==> src/rtl/instr_encoder.sv <==
// -----------------------------------------------------------------------------
// instr_encoder
// Turns a decoded instruction request (kind + register indices + immediate)
// into a 32-bit RV32I word, held in a one-entry valid/ready output register.
//
// Ports
//   clk        clock, all state on rising edge
//   rst        synchronous active-high reset
//   in_valid   request present
//   in_ready   request accepted when in_valid && in_ready (combinational)
//   in_kind    0 LW, 1 SW, 2 ADD, 3 AND, 4 OR, 5 BEQ, 6 JAL, 7 illegal
//   in_rd/in_rs1/in_rs2  register indices
//   in_imm     signed byte offset / immediate
//   out_valid  out_instr holds an encoded word
//   out_ready  consumer accepts when out_valid && out_ready
//   out_instr  encoded word (registered)
//   out_err    error flag qualified by out_valid (registered)
//   count      number of words accepted by the consumer, wraps
//
// Configuration
//   INSTR_ENCODER_CHECK_EN  when defined, out_err also flags immediates that
//                           do not fit (or are misaligned for) the encoding.
// -----------------------------------------------------------------------------
module instr_encoder #(
  parameter int unsigned COUNT_W = 16
) (
  input  logic               clk,
  input  logic               rst,
  input  logic               in_valid,
  output logic               in_ready,
  input  logic [2:0]         in_kind,
  input  logic [4:0]         in_rd,
  input  logic [4:0]         in_rs1,
  input  logic [4:0]         in_rs2,
  input  logic [31:0]        in_imm,
  output logic               out_valid,
  input  logic               out_ready,
  output logic [31:0]        out_instr,
  output logic               out_err,
  output logic [COUNT_W-1:0] count
);

  localparam logic [2:0] KIND_LW  = 3'd0;
  localparam logic [2:0] KIND_SW  = 3'd1;
  localparam logic [2:0] KIND_ADD = 3'd2;
  localparam logic [2:0] KIND_AND = 3'd3;
  localparam logic [2:0] KIND_OR  = 3'd4;
  localparam logic [2:0] KIND_BEQ = 3'd5;
  localparam logic [2:0] KIND_JAL = 3'd6;

  localparam logic [6:0]  OP_LOAD   = 7'b0000011;
  localparam logic [6:0]  OP_STORE  = 7'b0100011;
  localparam logic [6:0]  OP_REG    = 7'b0110011;
  localparam logic [6:0]  OP_BRANCH = 7'b1100011;
  localparam logic [6:0]  OP_JAL    = 7'b1101111;
  localparam logic [31:0] NOP_WORD  = 32'h0000_0013;

  logic [31:0]        instr_d, instr_q;
  logic               err_d, err_q;
  logic               valid_d, valid_q;
  logic [COUNT_W-1:0] count_d, count_q;
  logic               enc_err;
  logic               range_err;
  logic               in_fire;
  logic               out_fire;

`ifdef INSTR_ENCODER_CHECK_EN
  // Immediate range / alignment checks; the truncated encoding is still emitted.
  logic signed [31:0] imm_s;
  assign imm_s = $signed(in_imm);

  always_comb begin
    range_err = 1'b0;
    case (in_kind)
      KIND_LW, KIND_SW: range_err = (imm_s < -32'sd2048) || (imm_s > 32'sd2047);
      KIND_BEQ:         range_err = in_imm[0] || (imm_s < -32'sd4096) || (imm_s > 32'sd4094);
      KIND_JAL:         range_err = in_imm[0] || (imm_s < -32'sd1048576) || (imm_s > 32'sd1048574);
      default:          range_err = 1'b0;
    endcase
  end
`else
  // Upper immediate bits are silently truncated in this build.
  logic unused_imm;
  assign unused_imm = ^in_imm[31:21];
  assign range_err  = 1'b0;
`endif

  // Field packing per instruction kind; unused fields are simply not referenced.
  always_comb begin
    instr_d = NOP_WORD;
    enc_err = 1'b0;
    case (in_kind)
      KIND_LW:  instr_d = {in_imm[11:0], in_rs1, 3'b010, in_rd, OP_LOAD};
      KIND_SW:  instr_d = {in_imm[11:5], in_rs2, in_rs1, 3'b010, in_imm[4:0], OP_STORE};
      KIND_ADD: instr_d = {7'b0000000, in_rs2, in_rs1, 3'b000, in_rd, OP_REG};
      KIND_AND: instr_d = {7'b0000000, in_rs2, in_rs1, 3'b111, in_rd, OP_REG};
      KIND_OR:  instr_d = {7'b0000000, in_rs2, in_rs1, 3'b110, in_rd, OP_REG};
      KIND_BEQ: instr_d = {in_imm[12], in_imm[10:5], in_rs2, in_rs1, 3'b000,
                           in_imm[4:1], in_imm[11], OP_BRANCH};
      KIND_JAL: instr_d = {in_imm[20], in_imm[10:1], in_imm[11], in_imm[19:12],
                           in_rd, OP_JAL};
      default: begin
        instr_d = NOP_WORD;
        enc_err = 1'b1;
      end
    endcase
  end

  assign in_ready = !valid_q || out_ready;
  assign in_fire  = in_valid && in_ready;
  assign out_fire = valid_q && out_ready;

  // Output register next-state: load on accept, drop valid once drained.
  always_comb begin
    valid_d = valid_q;
    err_d   = err_q;
    count_d = count_q;
    if (in_fire) begin
      valid_d = 1'b1;
      err_d   = enc_err || range_err;
    end else if (out_fire) begin
      valid_d = 1'b0;
    end
    if (out_fire) begin
      count_d = count_q + COUNT_W'(1);
    end
  end

  always_ff @(posedge clk) begin
    if (rst) begin
      valid_q <= 1'b0;
      instr_q <= '0;
      err_q   <= 1'b0;
      count_q <= '0;
    end else begin
      valid_q <= valid_d;
      err_q   <= err_d;
      count_q <= count_d;
      if (in_fire) begin
        instr_q <= instr_d;
      end
    end
  end

  assign out_valid = valid_q;
  assign out_instr = instr_q;
  assign out_err   = err_q;
  assign count     = count_q;

endmodule

==> config.mk <==
export PLATFORM = sky130hd
export DESIGN_NAME = instr_encoder
export DESIGN_NICKNAME = d
export VERILOG_FILES = /design/src/rtl/instr_encoder.sv
export SDC_FILE = /design/constraint.sdc
export NUM_CORES = 1
export LEC_CHECK = 0
export BUFFER_PORTS_ARGS = -buffer_cell sky130_fd_sc_hd__buf_2
export CORE_MARGIN = 2
export CORE_UTILIZATION = 41
export DETAILED_ROUTE_END_ITERATION = 10
export PLACE_DENSITY = 0.86
export SLEW_MARGIN = 20
export SYNTH_ARGS = -nofsm -noshare
export SYNTH_HDL_FRONTEND = slang
export SYNTH_SLANG_ARGS = --single-unit
==> constraint.sdc <==
create_clock -name clk -period 1.4 [get_ports clk]
set_clock_uncertainty 0.1 [all_clocks]
set_input_delay 0.14 -clock clk [delete_from_list [all_inputs] [get_ports clk]]
set_output_delay 0.14 -clock clk [all_outputs]
set_load 0.005 [all_outputs]
==> reports/metrics.cfg <==
[timing]
timing.final.crit_share_pct=105.6
maxSlewViolCount=0
final-hold-violation-count=0
slew_headroom_pct=57.12
fmax_mhz=676.2
tightestPinTransition_ns=0.6386
rsz0062_at_grt=yes
setup-violations-final=1
fin_crit_ns=1.479
worst_slack_ns=-0.07893

[routing]
initialDrtViolationCount=105
wl_per_cell_um=14.21
first_pass_iters=4
num_vias=2323
drc_errors=0
drt-vias-per-instance=5.162
route.antenna.remaining_nets=0
drt-total-wl_mm=6.396

[pwr]
pwr-share-clk_pct=28.7
switching_share_pct=26.32
seq_power_share_pct=53.9
p_total_w=0.002701
power.density_nw_per_um2=856.4
p_comb_share_pct=17.4
switching_power_w=0.0007110
ir_drop_v=0.0004112
leakage_nw=1.405
internal-power_w=0.001990

[synthesis]
synth.distinct_cells=38
seq_area_frac_synth_pct=44.37
avgSynthCellArea_um2=8.267
ys.flop_type=dfxtp_1
synth-edff-count=0
syn_area_um2=2166
syn-num-nets=317
synthArstFlopShare_pct=0
yosysWarnings=0
syn_inst=262
ys_ff_latch=48

[hold_path]
min-delay-start=in_imm[8]
worstHoldEndpoint=out_instr[28]$_SDFFE_PP0P_
holdPathStages=3
hold_path.class=in -> reg

[place]
pre_cts_slack_ns=-0.05318
place_hpwl_mm=4.393
gp_congestion=0.8327
numPortBuffers=93

[clocking]
path_clk_slew_ns=0.08
cts_buffer_depth=2
cts_tree=built
cts.sinks=48
clkLatencyLatePin_ns=0.30
clock-root-buffer=clkbuf_8
h-tree-depth=2
numCtsBuffers=5

[critical_path]
critPathKind=reg -> reg
path_depth=4
worstPathArrival_ns=1.59
crit_slowest_cell=dfxtp_4
reg2reg_from=count[0]$_SDFFE_PP0P_
cp_max_fo=5
rr_worst_depth=4
end_kind=register
crit_chain=nand2_1 -> or2_4 -> or3_1 -> a21oi_1
regToRegEndpoint=count[9]$_SDFFE_PP0P_
crit_buf_inv=0
reg2reg_setup_slack_ns=-0.08
critPathMaxStageDelay_ns=0.37
start_kind=register
required_ns=1.51
crit_family=simple AND/OR/NAND/NOR gates

[floorplanning]
io_pins=105
core-area_um2=5107
die_x_um=76.68
row_count=26
die_area_um2=5880
start_util_pct=42.41
die_h_um=76.68

[flow_run]
drv_cap=0

[finish]
finalNetCount=435
layout-drive-gt1-share_pct=42.63
multi_input_area_um2=1180
syn2layout_area_growth_pct=45.64
seqCellArea_um2=989.7
final_util_pct=61.76
diodes=0
fillers=460

[status]
failed_checks=setup timing
outcome=finished with violations

[global_route]
globalRoute.totalOverflow=0
gr-usage-all-layers_pct=20.85
antenna_found_initial=0
grt_max_degree=48
first_global_vias=2135
grt_pass1_wl_mm=10.01

-- sequential cells by signal, indices dropped and copies added, names as in the netlist --
name	cells
out_err	1
count	16
out_valid	1
out_instr	30
-- synthesized netlist by cell type, drive strengths merged, types with 2 or more instances --
cell    instances  area share [%]
clkbuf          4            0.69
or2             3            0.87
buf            15             3.7
nand4           6             2.0
xor2            6             2.4
nor4            3            0.87
and4            3             1.3
nand2          24             4.2
a21oi          20             4.6
nor2           35             6.1
a211oi          7             2.4
nor2b           4             1.2
dfxtp          48              44
xnor2           8             3.2
nand2b          2            0.69
nor3           19             4.4
nand3          18             4.4
or3             3            0.87
a221oi         10             4.0
o21ai           6             1.4
mux2            3             1.6
inv             4            0.69
nor3b           5             1.7
-- per-layer routing --
metal / up-vias / GRT usage, % / share of wire [%]
met5: - / 0 / 0
met4: 0 / 7.818 / 2.5
met3: 15 / 3.882 / 3.9
met2: 69 / 36.23 / 51
met1: 1081 / 25.54 / 42
li1: 1158 / - / -
-- layout by cell type, fill, tap and decap left out, types with 7 or more instances in the layout --
cell       n
buf_4     27
nor2_1    35
nor3_1    16
a21oi_1   20
buf_2     93
a211oi_1   7
nand3_1   17
dfxtp_1   37
xnor2_1    8
nand2_1   24
-- worst max path at each step --
stage                                from                         end
global route        count[1]$_SDFFE_PP0P_       count[9]$_SDFFE_PP0P_
global placement               in_kind[2]  out_instr[25]$_SDFFE_PP0P_
CTS                 count[6]$_SDFFE_PP0P_      count[15]$_SDFFE_PP0P_
detailed placement             in_kind[2]  out_instr[28]$_SDFFE_PP0P_
finish              count[0]$_SDFFE_PP0P_       count[9]$_SDFFE_PP0P_
floorplan           count[4]$_SDFFE_PP0P_      count[15]$_SDFFE_PP0P_
-- kinds of logic (layout without fill, tap and decap cells) --
logic type                 count (synthesis)  count (layout)  share of synthesized area, %
DFF                                       48              48                         44.37
muxes                                      3               3                         1.560
xor gates and xnor gates                  14              14                         5.662
buffers and inverters                     23             141                         5.083
adders and majority gates                  1               1                        0.5776
AOI/OAI and AO/OA                         46              46                         13.58
and+or+nand+nor                          127             127                         29.17
-- power groups by stage --
stage	clock, W	sequential, W	combinational, W
global placement	0	0.00149	0.000413
global route	0.000848	0.00146	0.000522
detailed placement	0	0.00150	0.000422
finish	0.000776	0.00145	0.000471
CTS	0.000805	0.00146	0.000443
floorplan	0	0.00150	0.000215
-- worst register-to-register path: stages, from the launching register on --
cell and delay, ns:
dfxtp_4 0.37, nand2_1 0.14, or2_4 0.28, or3_1 0.30
a21oi_1 0.19
-- layout make-up --
cell class / count / share of cell area [%]
clock inverters: 1 / 0.1587
well taps: 70 / 2.777
inverters: 4 / 0.4760
multi-input cells: 191 / 37.41
clock buffers: 6 / 2.301
flip-flops and latches: 48 / 31.38
repair buffers: 130 / 25.51
-- what timing repair did --
action / CTS / global route
setup buffers: 2 / 1
pin swaps: 1 / 7
hold endpoints to repair: 6 / 0
gates cloned: 0 / 1
endpoints found under the setup margin: 6 / 13
resized for setup: 11 / 20
hold buffers: 6 / 0
-- metrics by stage --
step | hold WS (ns) | cells | TNS, ns | cell area, µm²
final | 0.01331 | 450 | -0.07893 | 3154
after detailed placement | 0.3031 | 433 | -0.4172 | 2867
after global placement | 0.2987 | 433 | -0.04171 | 2867
after floorplan | 0.1619 | 262 | -0.02150 | 2181
after CTS | 0.002295 | 448 | -0.001117 | 3040
after global routing | 0.01769 | 450 | -0.3033 | 3154
Power figures use the tool's default switching activity.
